==> config.mk <==
export PLATFORM = sky130hd
export DESIGN_NAME = softusb_sie_fifo
export DESIGN_NICKNAME = d
export VERILOG_FILES = /design/src/rtl/softusb_sie_pkg.sv /design/src/rtl/softusb_sie_syncfifo.sv /design/src/rtl/softusb_sie_fifo.sv
export SDC_FILE = /design/constraint.sdc
export NUM_CORES = 1
export LEC_CHECK = 0
export CELL_PAD_IN_SITES_DETAIL_PLACEMENT = 1
export CELL_PAD_IN_SITES_GLOBAL_PLACEMENT = 1
export CORE_UTILIZATION = 45
export CTS_CLUSTER_DIAMETER = 50
export DETAILED_ROUTE_END_ITERATION = 16
export GPL_TIMING_DRIVEN = 0
export PLACE_DENSITY_LB_ADDON = 0.08
export SLEW_MARGIN = 20
export SYNTH_ARGS = -nofsm -noshare
export SYNTH_HDL_FRONTEND = slang
export SYNTH_HIERARCHICAL = 1
export SYNTH_SLANG_ARGS = --single-unit
==> constraint.sdc <==
create_clock -name usb_clk -period 13.44 [get_ports usb_clk]
set_clock_uncertainty 0.2 [all_clocks]
set_input_delay 2.688 -clock usb_clk [delete_from_list [all_inputs] [get_ports usb_clk]]
set_output_delay 2.688 -clock usb_clk [all_outputs]
set_load 0.01 [all_outputs]
==> src/rtl/softusb_sie_pkg.sv <==
// SoftUSB SIE front-end register map, CTRL strobe bits and status bit positions.
package softusb_sie_pkg;

  localparam logic [5:0] SIE_LINE_STATE_BASE = 6'h00;
  localparam logic [5:0] SIE_PORT_SEL_RX     = 6'h08;
  localparam logic [5:0] SIE_PORT_SEL_TX     = 6'h09;
  localparam logic [5:0] SIE_TX_DATA         = 6'h0A;
  localparam logic [5:0] SIE_TX_STATUS       = 6'h0B;
  localparam logic [5:0] SIE_RX_DATA         = 6'h0C;
  localparam logic [5:0] SIE_RX_STATUS       = 6'h0D;
  localparam logic [5:0] SIE_RX_LEVEL        = 6'h0E;
  localparam logic [5:0] SIE_GENERATE_RESET  = 6'h0F;
  localparam logic [5:0] SIE_TX_LOW_SPEED    = 6'h10;
  localparam logic [5:0] SIE_LOW_SPEED       = 6'h11;
  localparam logic [5:0] SIE_GEN_EOP         = 6'h12;
  localparam logic [5:0] SIE_CTRL            = 6'h13;
  localparam logic [5:0] SIE_STAT_RX_LO      = 6'h14;
  localparam logic [5:0] SIE_STAT_RX_HI      = 6'h15;
  localparam logic [5:0] SIE_STAT_ERR_LO     = 6'h16;
  localparam logic [5:0] SIE_STAT_ERR_HI     = 6'h17;
  localparam logic [5:0] SIE_STAT_TX_LO      = 6'h18;
  localparam logic [5:0] SIE_STAT_TX_HI      = 6'h19;

  localparam int CTRL_FLUSH_TX  = 0;
  localparam int CTRL_FLUSH_RX  = 1;
  localparam int CTRL_CLR_FLAGS = 2;

  localparam int TXS_BUSY  = 0;
  localparam int TXS_EMPTY = 1;
  localparam int TXS_FULL  = 2;
  localparam int TXS_OVF   = 3;

  localparam int RXS_ACTIVE = 0;
  localparam int RXS_EMPTY  = 1;
  localparam int RXS_FULL   = 2;
  localparam int RXS_OVF    = 3;
  localparam int RXS_ERR    = 4;

endpackage

==> src/rtl/softusb_sie_syncfifo.sv <==
// Single-clock FIFO with extra-MSB pointers; a pop on a full FIFO lets a same-cycle push in.
module softusb_sie_syncfifo #(
  parameter int WIDTH = 8,
  parameter int DEPTH = 16,
  localparam int AW = $clog2(DEPTH),
  localparam int LW = AW + 1
) (
  input  logic             usb_clk,
  input  logic             usb_rst,
  input  logic             push,
  input  logic             pop,
  input  logic             flush,
  input  logic [WIDTH-1:0] din,
  output logic [WIDTH-1:0] dout,
  output logic             full,
  output logic             empty,
  output logic [LW-1:0]    level
);

  logic [LW-1:0]    wr_ptr, rd_ptr;
  logic [WIDTH-1:0] mem [DEPTH];
  logic             do_pop, do_push;

  assign empty   = (wr_ptr == rd_ptr);
  assign full    = (wr_ptr[AW] != rd_ptr[AW]) && (wr_ptr[AW-1:0] == rd_ptr[AW-1:0]);
  assign level   = wr_ptr - rd_ptr;
  assign dout    = mem[rd_ptr[AW-1:0]];
  assign do_pop  = pop && !empty;
  assign do_push = push && (!full || do_pop);

  always_ff @(posedge usb_clk or posedge usb_rst) begin
    if (usb_rst) begin
      wr_ptr <= '0;
      rd_ptr <= '0;
    end else if (flush) begin
      wr_ptr <= '0;
      rd_ptr <= '0;
    end else begin
      if (do_push) wr_ptr <= wr_ptr + LW'(1);
      if (do_pop)  rd_ptr <= rd_ptr + LW'(1);
    end
  end

  always_ff @(posedge usb_clk or posedge usb_rst) begin
    if (usb_rst) begin
      for (int i = 0; i < DEPTH; i++) mem[i] <= '0;
    end else if (do_push && !flush) begin
      mem[wr_ptr[AW-1:0]] <= din;
    end
  end

endmodule

==> src/rtl/softusb_sie_fifo.sv <==
// SoftUSB SIE front end: navre I/O registers, TX/RX FIFOs and root-port control.
// Define SOFTUSB_SIE_STATS_EN to add saturating rx/err/tx byte counters at 0x14-0x19.
module softusb_sie_fifo
  import softusb_sie_pkg::*;
#(
  parameter int NPORTS   = 2,
  parameter int TX_DEPTH = 16,
  parameter int RX_DEPTH = 16,
  localparam int PW  = (NPORTS > 1) ? $clog2(NPORTS) : 1,
  localparam int TLW = $clog2(TX_DEPTH) + 1,
  localparam int RLW = $clog2(RX_DEPTH) + 1
) (
  input  logic                usb_clk,
  input  logic                usb_rst,
  input  logic                io_re,
  input  logic                io_we,
  input  logic [5:0]          io_a,
  input  logic [7:0]          io_di,
  output logic [7:0]          io_do,
  input  logic [2*NPORTS-1:0] line_state,
  output logic [PW-1:0]       port_sel_rx,
  output logic [NPORTS-1:0]   port_sel_tx,
  output logic [7:0]          tx_data,
  output logic                tx_valid,
  input  logic                tx_ready,
  input  logic                tx_busy,
  input  logic [7:0]          rx_data,
  input  logic                rx_valid,
  input  logic                rx_active,
  input  logic                rx_error,
  output logic [NPORTS-1:0]   generate_reset,
  output logic                tx_low_speed,
  output logic [NPORTS-1:0]   low_speed,
  output logic                generate_eop
);

  logic           tx_full, tx_empty, rx_full, rx_empty;
  logic [TLW-1:0] tx_level;
  logic [RLW-1:0] rx_level;
  logic [7:0]     rx_head, rd_mux, tx_status, rx_status;
  logic           tx_ovf, rx_ovf, rx_err;

  logic ctrl_we, tx_flush, rx_flush, clr_flags;
  logic tx_push, tx_pop_ok, rx_pop_req, rx_pop_ok, rx_acc;

  assign ctrl_we    = io_we && (io_a == SIE_CTRL);
  assign tx_flush   = ctrl_we && io_di[CTRL_FLUSH_TX];
  assign rx_flush   = ctrl_we && io_di[CTRL_FLUSH_RX];
  assign clr_flags  = ctrl_we && io_di[CTRL_CLR_FLAGS];
  assign tx_push    = io_we && (io_a == SIE_TX_DATA);
  assign tx_pop_ok  = tx_ready && !tx_empty && !tx_flush;
  assign rx_pop_req = io_re && (io_a == SIE_RX_DATA);
  assign rx_pop_ok  = rx_pop_req && !rx_empty && !rx_flush;
  assign rx_acc     = rx_valid && !rx_flush && (!rx_full || rx_pop_ok);
  assign tx_valid   = !tx_empty;

  softusb_sie_syncfifo #(.WIDTH(8), .DEPTH(TX_DEPTH)) u_tx_fifo (
    .usb_clk, .usb_rst,
    .push(tx_push), .pop(tx_ready), .flush(tx_flush), .din(io_di),
    .dout(tx_data), .full(tx_full), .empty(tx_empty), .level(tx_level)
  );

  softusb_sie_syncfifo #(.WIDTH(8), .DEPTH(RX_DEPTH)) u_rx_fifo (
    .usb_clk, .usb_rst,
    .push(rx_valid), .pop(rx_pop_req), .flush(rx_flush), .din(rx_data),
    .dout(rx_head), .full(rx_full), .empty(rx_empty), .level(rx_level)
  );

  always_comb begin
    tx_status = '0;
    tx_status[TXS_BUSY]  = tx_busy;
    tx_status[TXS_EMPTY] = tx_empty;
    tx_status[TXS_FULL]  = tx_full;
    tx_status[TXS_OVF]   = tx_ovf;
    rx_status = '0;
    rx_status[RXS_ACTIVE] = rx_active;
    rx_status[RXS_EMPTY]  = rx_empty;
    rx_status[RXS_FULL]   = rx_full;
    rx_status[RXS_OVF]    = rx_ovf;
    rx_status[RXS_ERR]    = rx_err;
  end

`ifdef SOFTUSB_SIE_STATS_EN
  logic [15:0] stat_rx, stat_err, stat_tx;
  logic        stat_clr;

  assign stat_clr = io_we && (io_a == SIE_STAT_RX_LO);

  always_ff @(posedge usb_clk or posedge usb_rst) begin
    if (usb_rst) begin
      stat_rx  <= '0;
      stat_err <= '0;
      stat_tx  <= '0;
    end else if (stat_clr) begin
      stat_rx  <= '0;
      stat_err <= '0;
      stat_tx  <= '0;
    end else begin
      if (rx_acc && (stat_rx != '1))     stat_rx  <= stat_rx + 16'd1;
      if (rx_error && (stat_err != '1))  stat_err <= stat_err + 16'd1;
      if (tx_pop_ok && (stat_tx != '1))  stat_tx  <= stat_tx + 16'd1;
    end
  end
`endif

  always_comb begin
    rd_mux = '0;
    for (int i = 0; i < NPORTS; i++)
      if (io_a == SIE_LINE_STATE_BASE + 6'(i)) rd_mux = {6'b0, line_state[2*i +: 2]};
    case (io_a)
      SIE_PORT_SEL_RX:    rd_mux = 8'(port_sel_rx);
      SIE_PORT_SEL_TX:    rd_mux = 8'(port_sel_tx);
      SIE_TX_DATA:        rd_mux = 8'(tx_level);
      SIE_TX_STATUS:      rd_mux = tx_status;
      // Empty RX reads return 0 rather than the stale slot under the read pointer.
      SIE_RX_DATA:        rd_mux = rx_empty ? 8'h00 : rx_head;
      SIE_RX_STATUS:      rd_mux = rx_status;
      SIE_RX_LEVEL:       rd_mux = 8'(rx_level);
      SIE_GENERATE_RESET: rd_mux = 8'(generate_reset);
      SIE_TX_LOW_SPEED:   rd_mux = {7'b0, tx_low_speed};
      SIE_LOW_SPEED:      rd_mux = 8'(low_speed);
`ifdef SOFTUSB_SIE_STATS_EN
      SIE_STAT_RX_LO:     rd_mux = stat_rx[7:0];
      SIE_STAT_RX_HI:     rd_mux = stat_rx[15:8];
      SIE_STAT_ERR_LO:    rd_mux = stat_err[7:0];
      SIE_STAT_ERR_HI:    rd_mux = stat_err[15:8];
      SIE_STAT_TX_LO:     rd_mux = stat_tx[7:0];
      SIE_STAT_TX_HI:     rd_mux = stat_tx[15:8];
`endif
      default: ;
    endcase
  end

  always_ff @(posedge usb_clk or posedge usb_rst) begin
    if (usb_rst) begin
      io_do          <= '0;
      port_sel_rx    <= '0;
      port_sel_tx    <= '0;
      generate_reset <= '0;
      tx_low_speed   <= 1'b0;
      low_speed      <= '0;
      generate_eop   <= 1'b0;
      tx_ovf         <= 1'b0;
      rx_ovf         <= 1'b0;
      rx_err         <= 1'b0;
    end else begin
      io_do        <= rd_mux;
      generate_eop <= io_we && (io_a == SIE_GEN_EOP);
      if (io_we) begin
        case (io_a)
          SIE_PORT_SEL_RX:    port_sel_rx    <= io_di[PW-1:0];
          SIE_PORT_SEL_TX:    port_sel_tx    <= io_di[NPORTS-1:0];
          SIE_GENERATE_RESET: generate_reset <= io_di[NPORTS-1:0];
          SIE_TX_LOW_SPEED:   tx_low_speed   <= io_di[0];
          SIE_LOW_SPEED:      low_speed      <= io_di[NPORTS-1:0];
          default: ;
        endcase
      end
      // A same-cycle set beats the CTRL clear so no event is lost.
      tx_ovf <= (tx_ovf && !clr_flags) || (tx_push && tx_full && !tx_pop_ok && !tx_flush);
      rx_ovf <= (rx_ovf && !clr_flags) || (rx_valid && rx_full && !rx_pop_ok && !rx_flush);
      rx_err <= (rx_err && !clr_flags) || rx_error;
    end
  end

endmodule

After elaboration in Yosys (flattened, before gate mapping)
Index checks and enable logic that the tools add are counted.
{"block": "word_totals", "word_cells": 157, "mem_bits_rw": 0, "rom_bits": 0, "output_inout_bits": 26, "mem_count": 0, "ff_bits": 296, "latchBits": 0}
{"block": "op_classes", "n_bitwise": 4, "reduce_logical": 52, "magnitude_cmp": 6, "muxes": 24, "n_mul": 0, "div_mod_pow": 0, "n_addsub": 6, "shifts": 0, "n_eq_ne": 19}
{"cell": "$bwmux W128", "n": 2}
{"cell": "$pmux W8 S10", "n": 1}
{"cell": "$bmux W8 S4", "n": 2}
{"cell": "$demux W8 S4", "n": 2}
{"cell": "$mux W8", "n": 8}
{"cell": "$eq A6 B4 Y1 const B", "n": 8}
{"cell": "$mux W5", "n": 8}
{"cell": "$logic_and A1 B1 Y1", "n": 28}
{"cell": "$eq A6 B5 Y1 const B", "n": 4}
{"cell": "$add A5 B1 Y5 const B", "n": 4}
{"cell": "$ge A5 B5 Y1 const B", "n": 4}
{"cell": "$not A4 Y5", "n": 4}
{"cell": "$eq A5 B5 Y1", "n": 2}
{"cell": "$lt A5 B1 Y1 const B", "n": 2}
{"cell": "$reduce_and A2 Y1", "n": 5}
{"cell": "$sub A5 B5 Y5", "n": 2}
{"cell": "$logic_not A1 Y1", "n": 9}
{"cell": "$eq A4 B4 Y1", "n": 2}
{"cell": "$reduce_bool A2 Y1", "n": 4}
{"cell": "$eq A6 B1 Y1 const B", "n": 1}
{"cell": "$logic_not A6 Y1", "n": 1}
{"cell": "$logic_or A1 B1 Y1", "n": 5}
{"cell": "$mux W2", "n": 1}
{"cell": "$ne A1 B1 Y1", "n": 2}

Depth between registers and ports, before layout
{"block": "depth", "ltp_word": 9, "ltp_mapped": 11, "mapped_depth_nobuf": 9}

Modules after synthesis
Netlist, hierarchy kept.
{"module": "softusb_sie_syncfifo", "seq_area_each_um2": 3453.3, "cells_per_inst": 462, "area_per_inst_um2": 6801.5, "n_inst": 2}
{"module": "softusb_sie_fifo", "seq_area_each_um2": 500.5, "cells_per_inst": 104, "area_per_inst_um2": 1186.1, "n_inst": 1}

Worst setup path before layout
OpenSTA, ideal clock, no wires.
{"block": "synth_timing", "kind": "input -> register", "start": "input port io_a[5]", "end": "register u_tx_fifo/mem[10] (netlist name)", "setup_slack_ps": 8598, "path_stages": 8, "t_arrival_ps": 4517, "required_time_ps": 13115, "cell_sequence": "nor4b_2 and2_2 and4_1 and2b_1 and2_1 clkbuf_1 nand4_2 mux2_2"}
{"block": "synth_via", "elab_chain_len": 5}
{"item": "start: declaration", "line": "softusb_sie_fifo.sv:17", "rtl": "input logic [5:0] io_a,"}
{"item": "$eq A6 B5 Y1", "line": "softusb_sie_fifo.sv:46", "rtl": "assign ctrl_we = io_we && (io_a == SIE_CTRL);"}
{"item": "$logic_and A1 B1 Y1", "line": "softusb_sie_fifo.sv:46"}
{"item": "$logic_and A1 B1 Y1", "line": "softusb_sie_fifo.sv:47", "rtl": "assign tx_flush = ctrl_we && io_di[CTRL_FLUSH_TX];"}
{"item": "named net tx_flush", "line": "softusb_sie_fifo.sv:43", "rtl": "logic ctrl_we, tx_flush, rx_flush, clr_flags;"}
{"item": "$logic_not A1 Y1", "line": "softusb_sie_syncfifo.sv:47", "rtl": "end else if (do_push && !flush) begin"}
{"item": "$logic_and A1 B1 Y1", "line": "softusb_sie_syncfifo.sv:47"}
{"item": "end signal: indexed assignment", "line": "softusb_sie_syncfifo.sv:48", "rtl": "mem[wr_ptr[AW-1:0]] <= din;"}
{"item": "end: declaration", "line": "softusb_sie_syncfifo.sv:21", "rtl": "logic [WIDTH-1:0] mem [DEPTH];"}
The timed path passes the listed nets, and every way through them passes these cells.
A chain may end at the register's enable or synchronous reset.

Worst setup path in the final report
{"block": "layout_timing", "start": "register u_tx_fifo.rd_ptr[2]", "end": "output port tx_valid"}
{"block": "layout_via", "elab_chain_len": 2}
{"item": "start: declaration", "line": "softusb_sie_syncfifo.sv:20", "rtl": "logic [LW-1:0] wr_ptr, rd_ptr;"}
{"item": "start signal: assignment", "line": "softusb_sie_syncfifo.sv:40", "rtl": "if (do_pop) rd_ptr <= rd_ptr + LW'(1);"}
{"item": "$eq A5 B5 Y1", "line": "softusb_sie_syncfifo.sv:24", "rtl": "assign empty = (wr_ptr == rd_ptr);"}
{"item": "named net tx_empty", "line": "softusb_sie_fifo.sv:37", "rtl": "logic tx_full, tx_empty, rx_full, rx_empty;"}
{"item": "$logic_not A1 Y1", "line": "softusb_sie_fifo.sv:55", "rtl": "assign tx_valid = !tx_empty;"}
{"item": "end: declaration", "line": "softusb_sie_fifo.sv:24", "rtl": "output logic tx_valid,"}
The timed path passes the listed nets, and every way through them passes these cells.

==> impl_metrics.yaml <==
synth:
  synth.avg_cell_area_um2: 14.4
  synth_top_family_by_area: "multiplexers"
  synthTopCellsByArea: "dfrtp_1, mux2_2, mux4_2"
  synthArstFlopShare_pct: 100
  synth_edf_count: 0
  synth.area.mux_share_pct: 31.7
  netlist_area_um2: 14800
  netlist.area_leader.share_pct: 50.1
  postSynthCellCount: 1028
  yosysUniqueCellTypes: 57
  synth_simple_gate_area_share_pct: 7.27
  post-synth-top-count-cell: "dfrtp_1"
  synth_adder_area_share_pct: 1.79
  synth_fp_nets: 1083
  ys_warn_count: 6
  yosys.area.top_type: "dfrtp_1"
  synth_compound_area_share_pct: 4.34
  synth_common_cells: "dfrtp_1, mux2_2, mux2i_1"
  synth.yosys.seq_area_share_pct: 50.1
  ys_ff_latch: 296
  synthXorXnorAreaFrac_pct: 1.40
  synthFlopType: "dfrtp_1"
sta:
  grt_setup_unrepaired: "no"
  report.final.setup_viol: 0
  period_minus_slack_ns: 6.38
  fin_setup_tns_ns: 0
  finalMaxSlewViolations: 0
  period_share_pct: 47.5
  fmax_mhz: 157
  timing_hold_violations_final: 0
  worst_pin_slew_ns: 1.00
  relSlewSlack_pct: 33.0
floorplanning:
  initial_core_util_pct: 45.6
  num_rows: 66
  ios: 61
  die_area_um2: 33600
  die_h_um: 183
  die_w_um: 183
  core-area_um2: 32500
clock_network:
  clkLatencyLatePin_ns: 0.52
  cts_setup_buffers: 0
  cts_buffer_depth: 3
  root_buffer: "clkbuf_16"
  h-tree-depth: 2
  cts_inserted_buffers: 40
  clkTransAtPathRegs_ns: 0.05
  post_cts_resized: 0
  cts_tree: "yes"
  clock-sinks: 296
  postCtsHoldBufs: 0
drt:
  viasPerCell: 5.58
  ant_nets: 0
  dr.first_iter.drc_count: 332
  wl_per_cell_um: 22.9
  drc: 1
  route.vias.total: 8952
  wl_um: 36800
  drt_first_pass_iters: 11
global_route:
  grtUsageMet1_pct: 30.2
  grt_max_degree: 82
  use_met2_pct: 39.9
  grt.busiest_layer: "met2"
  overflow: 0
  grt_pass1_wl_um: 59000
  antenna_found_initial: 0
  grt_pass1_vias: 9939
  grt_usage_pct: 23.0
  use_met3_pct: 2.90
setup_path:
  worstPathArrival_ns: 3.49
  critical_path.max_stage_delay_ns: 0.57
  rr_worst_depth: 10
  critPathCaptureType: "output pin"
  cp_cell_sequence: "clkbuf_1 -> clkbuf_1 -> inv_1 -> ha_1 -> nand4_2 -> nor2_1 -> inv_1 -> clkdlybuf4s50_1"
  crit_path_start_kind: "flop"
  critPathKind: "reg2out"
  cp_max_fo: 10
  ff2ff_setup_slack_ns: 9.55
  cpMaxStageDelayCell: "clkbuf_1"
  critical_path_required_ns: 10.55
layout:
  antennaDiodeCount: 0
  area_growth_pct: 17.2
  fill_cells: 3140
  layout-drive-gt1-share_pct: 39.0
  nets: 1186
place:
  place.gp.congestion: 0.785
  dpl.hpwl_um: 24900
  io_buffers: 59
hold_path:
  hold_path.class: "reg2reg"
  hold_depth: 1
power:
  ir_drop_mv: 0.111
  total_leakage_power_nw: 7.81
  powerDensity_nw_per_um2: 190
  finalPower_mw: 3.29
outcome:
  status: "finished, violations left"
  violations: "design-rule violations"
flow_run:
  maxCapViolCount: 0
## worst max-delay path, delay by kind of cell, from the launching register on
family / cells / cell delay, ns
simple gates: 2 / 0.40
buf+inv: 5 / 1.84
flops: 1 / 0.32
fa+ha+maj: 1 / 0.41
## final timing paths
kind	endpoint	start
worst max-delay path	tx_valid	u_tx_fifo/rd_ptr[2]
worst min-delay path	rx_err	rx_err
worst max register to register	u_rx_fifo/mem[51]	u_rx_fifo/rd_ptr[1]
worst min register to register	rx_err	rx_err
max in group asynchronous	u_tx_fifo/wr_ptr[1]	usb_rst
min in group asynchronous	u_tx_fifo/mem[89]	usb_rst
## where the power goes
part | switching (mW) | total (mW) | internal [mW] | leakage, nW
registers | 0.118 | 1.23 | 1.11 | 3.89
logic | 0.510 | 1.01 | 0.500 | 3.26
clock network | 0.409 | 1.06 | 0.646 | 0.655
## cell families after synthesis
| family | Yosys count |
|---|---|
| flops | 296 |
| simple gates | 133 |
| xor+xnor | 22 |
| fa+ha+maj | 20 |
| mux | 371 |
| buf+inv | 91 |
| compound gates | 95 |
## sequential cells by signal (all words and copies together), names as in the netlist
name              cells
u_rx_fifo/mem       128
u_tx_fifo/mem       128
io_do                 8
u_rx_fifo/rd_ptr      5
u_rx_fifo/wr_ptr      5
u_tx_fifo/rd_ptr      5
u_tx_fifo/wr_ptr      5
generate_reset        2
low_speed             2
port_sel_tx           2
generate_eop          1
port_sel_rx           1
rx_err                1
rx_ovf                1
tx_low_speed          1
tx_ovf                1
## metrics by stage
stage	std cells	area, um2	setup WS, ns	hold WS [ns]	util [%]
after global placement	1529	15900	4.54	0.257	49.1
after global routing	1605	17300	6.83	0.310	53.4
after floorplan	1028	14800	6.86	0.241	-
final	1605	17300	7.06	0.272	53.4
after detailed placement	1531	16000	7.25	0.262	49.3
after CTS	1605	17300	7.01	0.274	53.4
## layer usage
metal / up-vias / wire length [um]
li1: 4027 / -
met1: 4755 / 16000
met2: 110 / 19000
met3: 60 / 907
met4: 0 / 848
met5: - / 0
## area by class of cell
type	instances	area, um2	area share (%)
Clock inverter	20	210	1.21
Inverter	25	109	0.628
Multi-Input combinational cell	641	6870	39.7
Sequential cell	296	7410	42.7
Buffer	66	415	2.40
Tap cell	442	553	3.19
Clock buffer	54	1110	6.43
Timing Repair Buffer	61	646	3.73
## cells in the final DEF (no fill, tap or decap), types with 11 or more instances in the layout
cell | Yosys | routed
o21ai_0 | 40 | 40
nand2_1 | 11 | 11
dfrtp_1 | 296 | 296
mux2i_1 | 55 | 55
mux4_2 | 50 | 50
xnor2_1 | 12 | 12
nand3_4 | 18 | 18
buf_2 | 17 | 17
clkbuf_1 | 16 | 25
clkbuf_16 | 0 | 41
ha_1 | 18 | 18
mux2_2 | 263 | 263
nor2_1 | 28 | 28
inv_1 | 25 | 23
a221oi_1 | 16 | 16
clkdlybuf4s50_1 | 0 | 59
dlygate4sd3_1 | 16 | 16
Power figures use the tool's default switching activity.
